File: src/rtl/ham_pkg.sv
// Shared constants and FSM state type for the Hamming (17,12) receive path.
package ham_pkg;

  localparam int HAM_CW_W   = 17;
  localparam int HAM_DATA_W = 12;
  localparam int HAM_SYN_W  = 5;

  typedef enum logic {
    IDLE  = 1'b0,
    SHIFT = 1'b1
  } state_t;

endpackage

File: src/rtl/ham_rx_deserializer_if.sv
// Bundle between the serial channel / codeword consumer (master) and the deserializer (slave).
// Optional HAM_RX_SYNDROME_EN adds cw_syndrome and cw_err.
interface ham_rx_deserializer_if
  import ham_pkg::*;
#(
  parameter int CW_W = 17
) ();

  // Handshake: a bit is taken on every clock with rx_valid=1 (no back-pressure on the
  // serial side); a codeword moves on every clock with cw_valid=1 and cw_ready=1, and
  // cw_data holds steady while cw_valid=1 and cw_ready=0.
  logic            rx_bit;
  logic            rx_valid;
  logic            rx_sof;
  logic [CW_W-1:0] cw_data;
  logic            cw_valid;
  logic            cw_ready;
  logic            busy;
  logic            frame_abort;
  logic            overflow;
`ifdef HAM_RX_SYNDROME_EN
  logic [HAM_SYN_W-1:0] cw_syndrome;
  logic                 cw_err;
`endif

  modport master (
    output rx_bit, rx_valid, rx_sof, cw_ready,
`ifdef HAM_RX_SYNDROME_EN
    input  cw_syndrome, cw_err,
`endif
    input  cw_data, cw_valid, busy, frame_abort, overflow
  );

  modport slave (
    input  rx_bit, rx_valid, rx_sof, cw_ready,
`ifdef HAM_RX_SYNDROME_EN
    output cw_syndrome, cw_err,
`endif
    output cw_data, cw_valid, busy, frame_abort, overflow
  );

endinterface

File: src/rtl/ham_syndrome17.sv
// Combinational Hamming (17,12) syndrome: XOR of (i+1) over every set codeword bit i.
// Only built when HAM_RX_SYNDROME_EN is defined.
`ifdef HAM_RX_SYNDROME_EN
module ham_syndrome17
  import ham_pkg::*;
(
  input  logic [HAM_CW_W-1:0]  cw_i,
  output logic [HAM_SYN_W-1:0] syn_o
);

  always_comb begin
    syn_o = '0;
    for (int i = 0; i < HAM_CW_W; i++) begin
      if (cw_i[i]) syn_o = syn_o ^ HAM_SYN_W'(i + 1);
    end
  end

endmodule
`endif

File: src/rtl/ham_rx_deserializer.sv
// Frames a strobed serial stream into CW_W-bit codewords behind a one-entry valid/ready buffer.
// Optional HAM_RX_SYNDROME_EN registers a Hamming syndrome and error flag with each codeword.
module ham_rx_deserializer
  import ham_pkg::*;
#(
  parameter int CW_W      = HAM_CW_W,
  parameter bit LSB_FIRST = 1'b1,
  parameter int TIMEOUT   = 64
) (
  input  logic                 clk,
  input  logic                 rst,
  ham_rx_deserializer_if.slave bus,
  output state_t               dbg_state_o
);

  localparam int              CNT_W      = $clog2(CW_W + 1);
  localparam int              GAP_W      = $clog2(TIMEOUT + 1);
  localparam logic [CNT_W-1:0] LAST_IDX  = CNT_W'(CW_W - 1);
  localparam logic [GAP_W-1:0] GAP_LIMIT = GAP_W'(TIMEOUT - 1);
  localparam logic [CW_W-1:0]  FIRST_MASK = LSB_FIRST ? CW_W'(1) : {1'b1, {(CW_W-1){1'b0}}};

  state_t           state_q, state_d;
  logic [CNT_W-1:0] cnt_q, cnt_d;
  logic [GAP_W-1:0] gap_q, gap_d;
  logic [CW_W-1:0]  sreg_q, sreg_d;
  logic [CW_W-1:0]  data_q, data_d;
  logic             valid_q, valid_d;
  logic             abort_q, abort_d;
  logic             ovf_q, ovf_d;

  logic [CW_W-1:0] bit_mask, word_next, sof_word;
  logic            take_bit, sof_bit, complete, buf_free, load;

  // The mirrored order just walks the one-hot insert mask from the other end.
  assign bit_mask  = LSB_FIRST ? (FIRST_MASK << cnt_q) : (FIRST_MASK >> cnt_q);
  assign word_next = bus.rx_bit ? (sreg_q | bit_mask) : (sreg_q & ~bit_mask);
  assign sof_word  = bus.rx_bit ? FIRST_MASK : '0;
  assign take_bit  = bus.rx_valid & ~bus.rx_sof;
  assign sof_bit   = bus.rx_valid & bus.rx_sof;
  assign complete  = (state_q == SHIFT) & take_bit & (cnt_q == LAST_IDX);
  assign buf_free  = ~valid_q | bus.cw_ready;
  assign load      = complete & buf_free;

  always_ff @(posedge clk) begin
    if (rst) begin
      state_q <= IDLE;
      cnt_q   <= '0;
      gap_q   <= '0;
      sreg_q  <= '0;
      data_q  <= '0;
      valid_q <= 1'b0;
      abort_q <= 1'b0;
      ovf_q   <= 1'b0;
    end else begin
      state_q <= state_d;
      cnt_q   <= cnt_d;
      gap_q   <= gap_d;
      sreg_q  <= sreg_d;
      data_q  <= data_d;
      valid_q <= valid_d;
      abort_q <= abort_d;
      ovf_q   <= ovf_d;
    end
  end

  always_comb begin
    state_d = state_q;
    cnt_d   = cnt_q;
    gap_d   = gap_q;
    sreg_d  = sreg_q;
    abort_d = 1'b0;
    ovf_d   = 1'b0;
    case (state_q)
      IDLE: begin
        if (sof_bit) begin
          state_d = SHIFT;
          cnt_d   = CNT_W'(1);
          gap_d   = '0;
          sreg_d  = sof_word;
        end
      end
      SHIFT: begin
        if (sof_bit) begin
          abort_d = 1'b1;
          cnt_d   = CNT_W'(1);
          gap_d   = '0;
          sreg_d  = sof_word;
        end else if (take_bit) begin
          gap_d  = '0;
          sreg_d = word_next;
          if (complete) begin
            state_d = IDLE;
            cnt_d   = '0;
            ovf_d   = ~buf_free;
          end else begin
            cnt_d = cnt_q + CNT_W'(1);
          end
        end else if (gap_q == GAP_LIMIT) begin
          abort_d = 1'b1;
          state_d = IDLE;
          cnt_d   = '0;
          gap_d   = '0;
        end else begin
          gap_d = gap_q + GAP_W'(1);
        end
      end
      default: state_d = IDLE;
    endcase
  end

  // A same-cycle drain and reload keeps cw_valid high with fresh data.
  always_comb begin
    data_d  = load ? word_next : data_q;
    valid_d = load | (valid_q & ~bus.cw_ready);
  end

  always_comb begin
    bus.cw_data     = data_q;
    bus.cw_valid    = valid_q;
    bus.busy        = (state_q == SHIFT);
    bus.frame_abort = abort_q;
    bus.overflow    = ovf_q;
    dbg_state_o     = state_q;
  end

`ifdef HAM_RX_SYNDROME_EN
  logic [HAM_SYN_W-1:0] syn_next, syn_q;

  if (CW_W != HAM_CW_W) begin : g_bad_width
    $error("HAM_RX_SYNDROME_EN needs CW_W == 17");
  end

  ham_syndrome17 u_syndrome (
    .cw_i  (word_next),
    .syn_o (syn_next)
  );

  always_ff @(posedge clk) begin
    if (rst) syn_q <= '0;
    else if (load) syn_q <= syn_next;
  end

  assign bus.cw_syndrome = syn_q;
  assign bus.cw_err      = (syn_q != '0);
`endif

endmodule

File: src/flat_wrapper.sv
// flat-port wrapper written by rule: the top's interface ports become plain ports
module ham_rx_deserializer_flat import ham_pkg::*;
#(
  parameter int CW_W      = HAM_CW_W,
  parameter bit LSB_FIRST = 1'b1,
  parameter int TIMEOUT   = 64
)
  (clk, rst, dbg_state_o, bus_rx_bit, bus_rx_valid, bus_rx_sof, bus_cw_ready, bus_cw_data, bus_cw_valid, bus_busy, bus_frame_abort, bus_overflow);
  ham_rx_deserializer_if #(.CW_W(CW_W)) bus_i ();
  input  logic clk;
  input  logic rst;
  output state_t dbg_state_o;
  input wire logic [$bits(bus_i.rx_bit)-1:0] bus_rx_bit;
  input wire logic [$bits(bus_i.rx_valid)-1:0] bus_rx_valid;
  input wire logic [$bits(bus_i.rx_sof)-1:0] bus_rx_sof;
  input wire logic [$bits(bus_i.cw_ready)-1:0] bus_cw_ready;
  output wire logic [$bits(bus_i.cw_data)-1:0] bus_cw_data;
  output wire logic [$bits(bus_i.cw_valid)-1:0] bus_cw_valid;
  output wire logic [$bits(bus_i.busy)-1:0] bus_busy;
  output wire logic [$bits(bus_i.frame_abort)-1:0] bus_frame_abort;
  output wire logic [$bits(bus_i.overflow)-1:0] bus_overflow;
  assign bus_i.rx_bit = bus_rx_bit;
  assign bus_i.rx_valid = bus_rx_valid;
  assign bus_i.rx_sof = bus_rx_sof;
  assign bus_i.cw_ready = bus_cw_ready;
  assign bus_cw_data = bus_i.cw_data;
  assign bus_cw_valid = bus_i.cw_valid;
  assign bus_busy = bus_i.busy;
  assign bus_frame_abort = bus_i.frame_abort;
  assign bus_overflow = bus_i.overflow;
  ham_rx_deserializer #(.CW_W(CW_W), .LSB_FIRST(LSB_FIRST), .TIMEOUT(TIMEOUT)) u_core (.clk(clk), .rst(rst), .bus(bus_i), .dbg_state_o(dbg_state_o));
endmodule
File: config.mk
export PLATFORM = sky130hd
export DESIGN_NAME = ham_rx_deserializer_flat
export DESIGN_NICKNAME = d
export VERILOG_FILES = /design/src/rtl/ham_pkg.sv /design/src/rtl/ham_rx_deserializer_if.sv /design/src/rtl/ham_syndrome17.sv /design/src/rtl/ham_rx_deserializer.sv /design/src/flat_wrapper.sv
export SDC_FILE = /design/constraint.sdc
export NUM_CORES = 1
export LEC_CHECK = 0
export ABC_AREA = 1
export BUFFER_PORTS_ARGS = -buffer_cell sky130_fd_sc_hd__buf_2
export CAP_MARGIN = 15
export CORE_MARGIN = 2
export CORE_UTILIZATION = 62
export CTS_CLUSTER_DIAMETER = 80
export DETAILED_ROUTE_END_ITERATION = 16
export GPL_TIMING_DRIVEN = 0
export PLACE_DENSITY = 0.84
export SLEW_MARGIN = 20
export SYNTH_ARGS = -nofsm -noshare
export SYNTH_HDL_FRONTEND = slang
export SYNTH_HIERARCHICAL = 1
export SYNTH_SLANG_ARGS = --single-unit
File: constraint.sdc
create_clock -name clk -period 3 [get_ports clk]
set_input_delay 0.3 -clock clk [delete_from_list [all_inputs] [get_ports clk]]
set_output_delay 0.3 -clock clk [all_outputs]
set_load 0.03 [all_outputs]
* Word level (Yosys, flattened, before mapping) *
Index checks and enable logic that the tools add are counted.

operators by class
  add/subtract/negate cells = 2
  equality and inequality tests = 5
  shift operators = 1
  mux-type cells = 26
  bitwise logic cells = 18
  reduce and logical (&&, ||, !) cells = 4

operators with widths
  operator                count
  $mux W17                4
  $pmux W17 S2            1
  $mux W7                 4
  $mux W5                 5
  $and A17 B17 Y17        1
  $not A17 Y17            1
  $or A17 B17 Y17         1
  $shl A1 B5 Y17 const A  1
  $pmux W7 S2             1
  $pmux W5 S2             1
  $mux W1                 9
  $add A7 B1 Y7 const B   1
  $eq A7 B6 Y1 const B    1
  $not A1 Y1              7
  $and A1 B1 Y1           6
  $add A5 B1 Y5 const B   1
  $eq A5 B5 Y1 const B    1
  $reduce_or A5 Y1        1
  $ne A4 B4 Y1 const B    1
  $reduce_and A2 Y1       2
  $ne A3 B3 Y1 const B    1
  $ne A2 B1 Y1 const B    1
  $or A1 B1 Y1            2
  $pmux W1 S2             1
  $reduce_or A2 Y1        1

storage, ports and cells
  register bits = 50
  input port bits = 6
  output and inout port bits = 22
  word-level logic and storage cells = 64

* Logic depth before layout (Yosys ltp) *
  word-level depth = 8
  depth in mapped cells = 9
  gate-level depth less buffers = 9

* Worst setup path after synthesis *
OpenSTA, ideal clock, no wires.

  kind = register to register
  start point = register u_core.state_q, in the netlist u_core/bus.busy
  end point = register u_core.data_q[8], in the netlist u_core/bus.cw_data[8]
  setup time = 0.116 ns
  arrival time = 1.488 ns
  required time = 2.884 ns
  slack = 1.396 ns
  stages on the path, launching flop included = 8
  buffers on the path = 2
  clock period less this slack = 1.604 ns
  path through = dfxtp_1 > inv_1 > nor2_4 > buf_4 > nand3_4 > buf_6 > nor2_1 > nor2_1

on the way
  word-level cells in the longest chain between the ends = 3

ends and longest elaborated chain
  element                     line                       text
  start, declared             ham_rx_deserializer.sv:22  state_t state_q, state_d;
  start signal, assigned      ham_rx_deserializer.sv:55  state_q <= state_d;
  $and A1 B1 Y1 (2 in a row)  ham_rx_deserializer.sv:40  assign complete = (state_q == SHIFT) & take_bit & (cnt_q == LAST_IDX);
  $and A1 B1 Y1               ham_rx_deserializer.sv:42  assign load = complete & buf_free;
  end signal, assigned        ham_rx_deserializer.sv:59  data_q <= data_d;
  end, declared               ham_rx_deserializer.sv:26  logic [CW_W-1:0] data_q, data_d;

No other way between the ends.
A chain may end at the register's enable or synchronous reset.

* Final worst setup path *
  start point = register u_core.cnt_q[0]
  end point = register u_core.data_q[14], in the netlist u_core/bus.cw_data[14]

on the way
  word-level cells in the longest chain between the ends = 4
  elaborated cells on any way between the ends = 8
  those cells by class = eq/ne (1); shift (1); mux (1); bitwise (5)

ends and longest elaborated chain
  element                                               line                       text
  start, declared                                       ham_rx_deserializer.sv:23  logic [CNT_W-1:0] cnt_q, cnt_d;
  start signal, assigned                                ham_rx_deserializer.sv:56  cnt_q <= cnt_d;
  branches (longest 4 deep; another with $eq A5 B5 Y1)  --

Several ways; the timed one is not identified.

==> impl_metrics.csv <==
group,metric,value,unit
status,status,"finished clean",
clock_tree,h-tree-depth,2,
logic_synthesis,ys_warn_count,6,
logic_synthesis,avgSynthCellArea,6.80,um2
global_route,grt_pass1_wl,9280,um
critical_path,critPathLaunch,"u_core/cnt_q[0]$_SDFFE_PP0P_",
global_route,grt_max_degree,15,
critical_path,critPathRequiredTime,3.22,ns
route,routed-via-count,2282,
logic_synthesis,synth_top_area_frac,0.413,
critical_path,slowest_stage,"dfxtp_1",
timing,min_period,1.77,ns
timing,max-slew-margin-rel,0.612,
logic_synthesis,yosysTopAreaCell,"dfxtp_1",
clock_tree,tritoncts,"done",
timing,hold_slack,0.297,ns
critical_path,cp_cell_sequence,"inv_1 -> ha_1 -> nand2_1 -> nor2_4 -> nand2_4 -> nor2_8 -> buf_6 -> nand2_1 -> a21oi_1",
logic_synthesis,synth_area_leaders,"dfxtp_1 41%, nand2_1 22%, a21oi_1 8.9%",
timing,tightestPinTransition,0.581,ns
worst_hold_path,hold_class,"in2reg",
timing,setup_viol,0,
route,first_pass_iters,5,
finish,drive_gt1_frac,0.126,
logic_synthesis,synth_most_common_cell,"nand2_1",
finish,diodes,0,
floorplan,start_util,0.652,
logic_synthesis,synth_nets,368,
clock_tree,root_buffer,"clkbuf_8",
timing,hold_viol,0,
critical_path,rr_startpoint,"u_core/cnt_q[0]$_SDFFE_PP0P_",
clock_tree,cts.sinks,50,
critical_path,cp-end-kind,"flop",
logic_synthesis,synth_edf_count,0,
finish,fin_area,2700,um2
route,drc,0,
power,leakage,1.14,nW
critical_path,cp-start-kind,"flop",
critical_path,cp_common_cell,"nand2_1",
global_route,grt_overflow,0,
clock_tree,clk_latency,0.30,ns
clock_tree,cts_buffers,5,
logic_synthesis,syn_inst,356,
critical_path,rr_worst_depth,9,
route,ant_nets,0,
floorplan,dieWidth,66.5,um
floorplan,num_io_pins,28,
route,drt-vias-per-instance,5.21,
placed_design,postPlaceCellArea,2610,um2
finish,syn_to_final_growth,11.6,%
floorplan,die-area,4420,um2
global_route,grt_pass1_vias,2123,
route,drt_iter0_drc,208,
critical_path,slowest_delay,0.39,ns
floorplan,die-height,66.5,um
global_route,grt_usage,0.271,
logic_synthesis,synthTopCellsByCount,"141 x nand2_1, 50 x dfxtp_1, 43 x a21oi_1",
timing,layout_setup_ws,1.23,ns
finish,n_fill_cell,337,
power,p_per_area,426,nW/um2
timing,rsz0062_at_grt,"false",
timing,finalMaxSlewViolations,0,
critical_path,worstPathMaxFanout,10,
timing,skew,0.00656,ns
timing,post-route-period-util,0.591,
route,routedWlPerCell,12.0,um
clock_tree,cts_resized,0,
clock_tree,clkTransAtPathRegs,0.08,ns
critical_path,critPathCapture,"u_core/bus.cw_data[14]$_SDFFE_PP0P_",
logic_synthesis,async_reset_ff_frac,0,
placed_design,hpwl,3860,um
floorplan,core-area,3720,um2
floorplan,rows,22,
critical_path,timing.rr.end,"u_core/bus.cw_data[14]$_SDFFE_PP0P_",
finish,fin_nets,401,
logic_synthesis,netlist_area,2420,um2
logic_synthesis,synth_ff_type,"dfxtp_1",
placed_design,port_buffers,26,
timing,clock.fmax,0.564,GHz
timing,setup_tns,0,ns
clock_tree,postCtsSetupBuffers,0,
job,cap_violations,0,
power,ir_drop,247,uV
critical_path,ff2ff_setup_slack,1.23,ns
clock_tree,cts.path.max_buffers,2,
finish,fin_util,0.728,
route,drt_wl_total,5250,um
critical_path,arrival,1.99,ns
critical_path,crit_type,"reg2reg",
placed_design,place_worst_setup_slack,1.24,ns
clock_tree,cts_hold_buf,0,
logic_synthesis,ys_types,27,
logic_synthesis,synth-seq-cells,50,
placed_design,gp_congestion,0.824,
logic_synthesis,yosysSeqAreaShare,0.413,
global_route,antenna_found_initial,0,
where the power goes:
part           internal [W]  switching (W)
clock              0.000186       0.000208
sequential         0.000668     0.00000650
combinational     0.0000221      0.0000624
final cells by class:
| type | instances | area, um2 | area share |
|---|---|---|---|
| plain buffers | 13 | 75.1 | 0.0278 |
| inverters | 34 | 128 | 0.0472 |
| clock inverters | 1 | 5.00 | 0.00185 |
| flip-flops and latches | 50 | 1000 | 0.370 |
| clock buffers | 7 | 86.3 | 0.0319 |
| well taps | 48 | 60.1 | 0.0222 |
| repair buffers | 26 | 130 | 0.0481 |
| multi-input cells | 259 | 1220 | 0.451 |
kinds of logic after synthesis:
group / after synthesis / synth area share
AND/OR/NAND/NOR: 184 / 0.323
adder cells (fa/ha/maj): 6 / 0.0310
AO/OA/AOI/OAI: 67 / 0.142
buffers and inverters: 47 / 0.0837
XOR/XNOR: 2 / 0.00723
flip-flops: 50 / 0.413
metrics by stage:
stage,std cells,total power [W]
detailed placement,430,0.000774
global placement,430,0.000773
finish,438,0.00115
CTS,438,0.00116
floorplan,356,0.000749
global route,438,0.00120
how the worst min path moves through the flow:
stage                                  from                           endpoint  slack, ns  depth (start not counted)
5_1_grt                        bus_rx_valid  u_core/bus.frame_abort$_SDFF_PP0_       0.30                          3
4_1_cts                        bus_rx_valid  u_core/bus.frame_abort$_SDFF_PP0_       0.30                          3
3_3_place_gp   u_core/gap_q[6]$_SDFFE_PP0P_       u_core/gap_q[6]$_SDFFE_PP0P_       0.43                          2
2_1_floorplan  u_core/gap_q[6]$_SDFFE_PP0P_       u_core/gap_q[6]$_SDFFE_PP0P_       0.42                          2
6_report                       bus_rx_valid  u_core/bus.frame_abort$_SDFF_PP0_       0.30                          3
3_5_place_dp   u_core/gap_q[6]$_SDFFE_PP0P_       u_core/gap_q[6]$_SDFFE_PP0P_       0.44                          2
registers in the layout, summed over array words and instances, names as in the netlist:
register,flops
u_core/bus.cw_valid,1
u_core/sreg_q,17
u_core/gap_q,7
u_core/bus.frame_abort,1
u_core/bus.overflow,1
u_core/bus.busy,1
u_core/cnt_q,5
u_core/bus.cw_data,17
worst max-delay path, delay by kind of cell, from the launching register on:
kind | cells | cell delay, ns
AOI/OAI and AO/OA | 1 | 0.13
buffers and inverters | 2 | 0.30
and+or+nand+nor | 5 | 0.68
DFF | 1 | 0.39
adders and majority gates | 1 | 0.18
per-layer routing:
metal,up-vias,track usage,part of all wire
met5,-,0,0
met4,0,0.0816,0.012
met3,8,0.0557,0.053
met2,54,0.470,0.47
met1,1025,0.338,0.46
li1,1195,-,-
cell usage in the layout (no fill, tap or decap):
cell and instances:
clkinv_1 1, o21bai_1 1, clkbuf_8 6, nand3_4 1
a21oi_1 43, and3_1 1, inv_1 32, buf_4 2
clkbuf_1 7, ha_1 6, dfxtp_1 50, buf_2 29
nor2_2 3, o21ai_1 4, nor2_8 1, xor2_1 2
o211ai_1 2, nand3_1 11, nor4_1 1, nand4_1 5
nor2_4 2, nand2_1 141, o21ai_0 16, inv_2 1
buf_6 2, nand2_4 1, clkinv_2 1, a31oi_1 1
nor2_1 17
(Power assumes the default switching activity.)
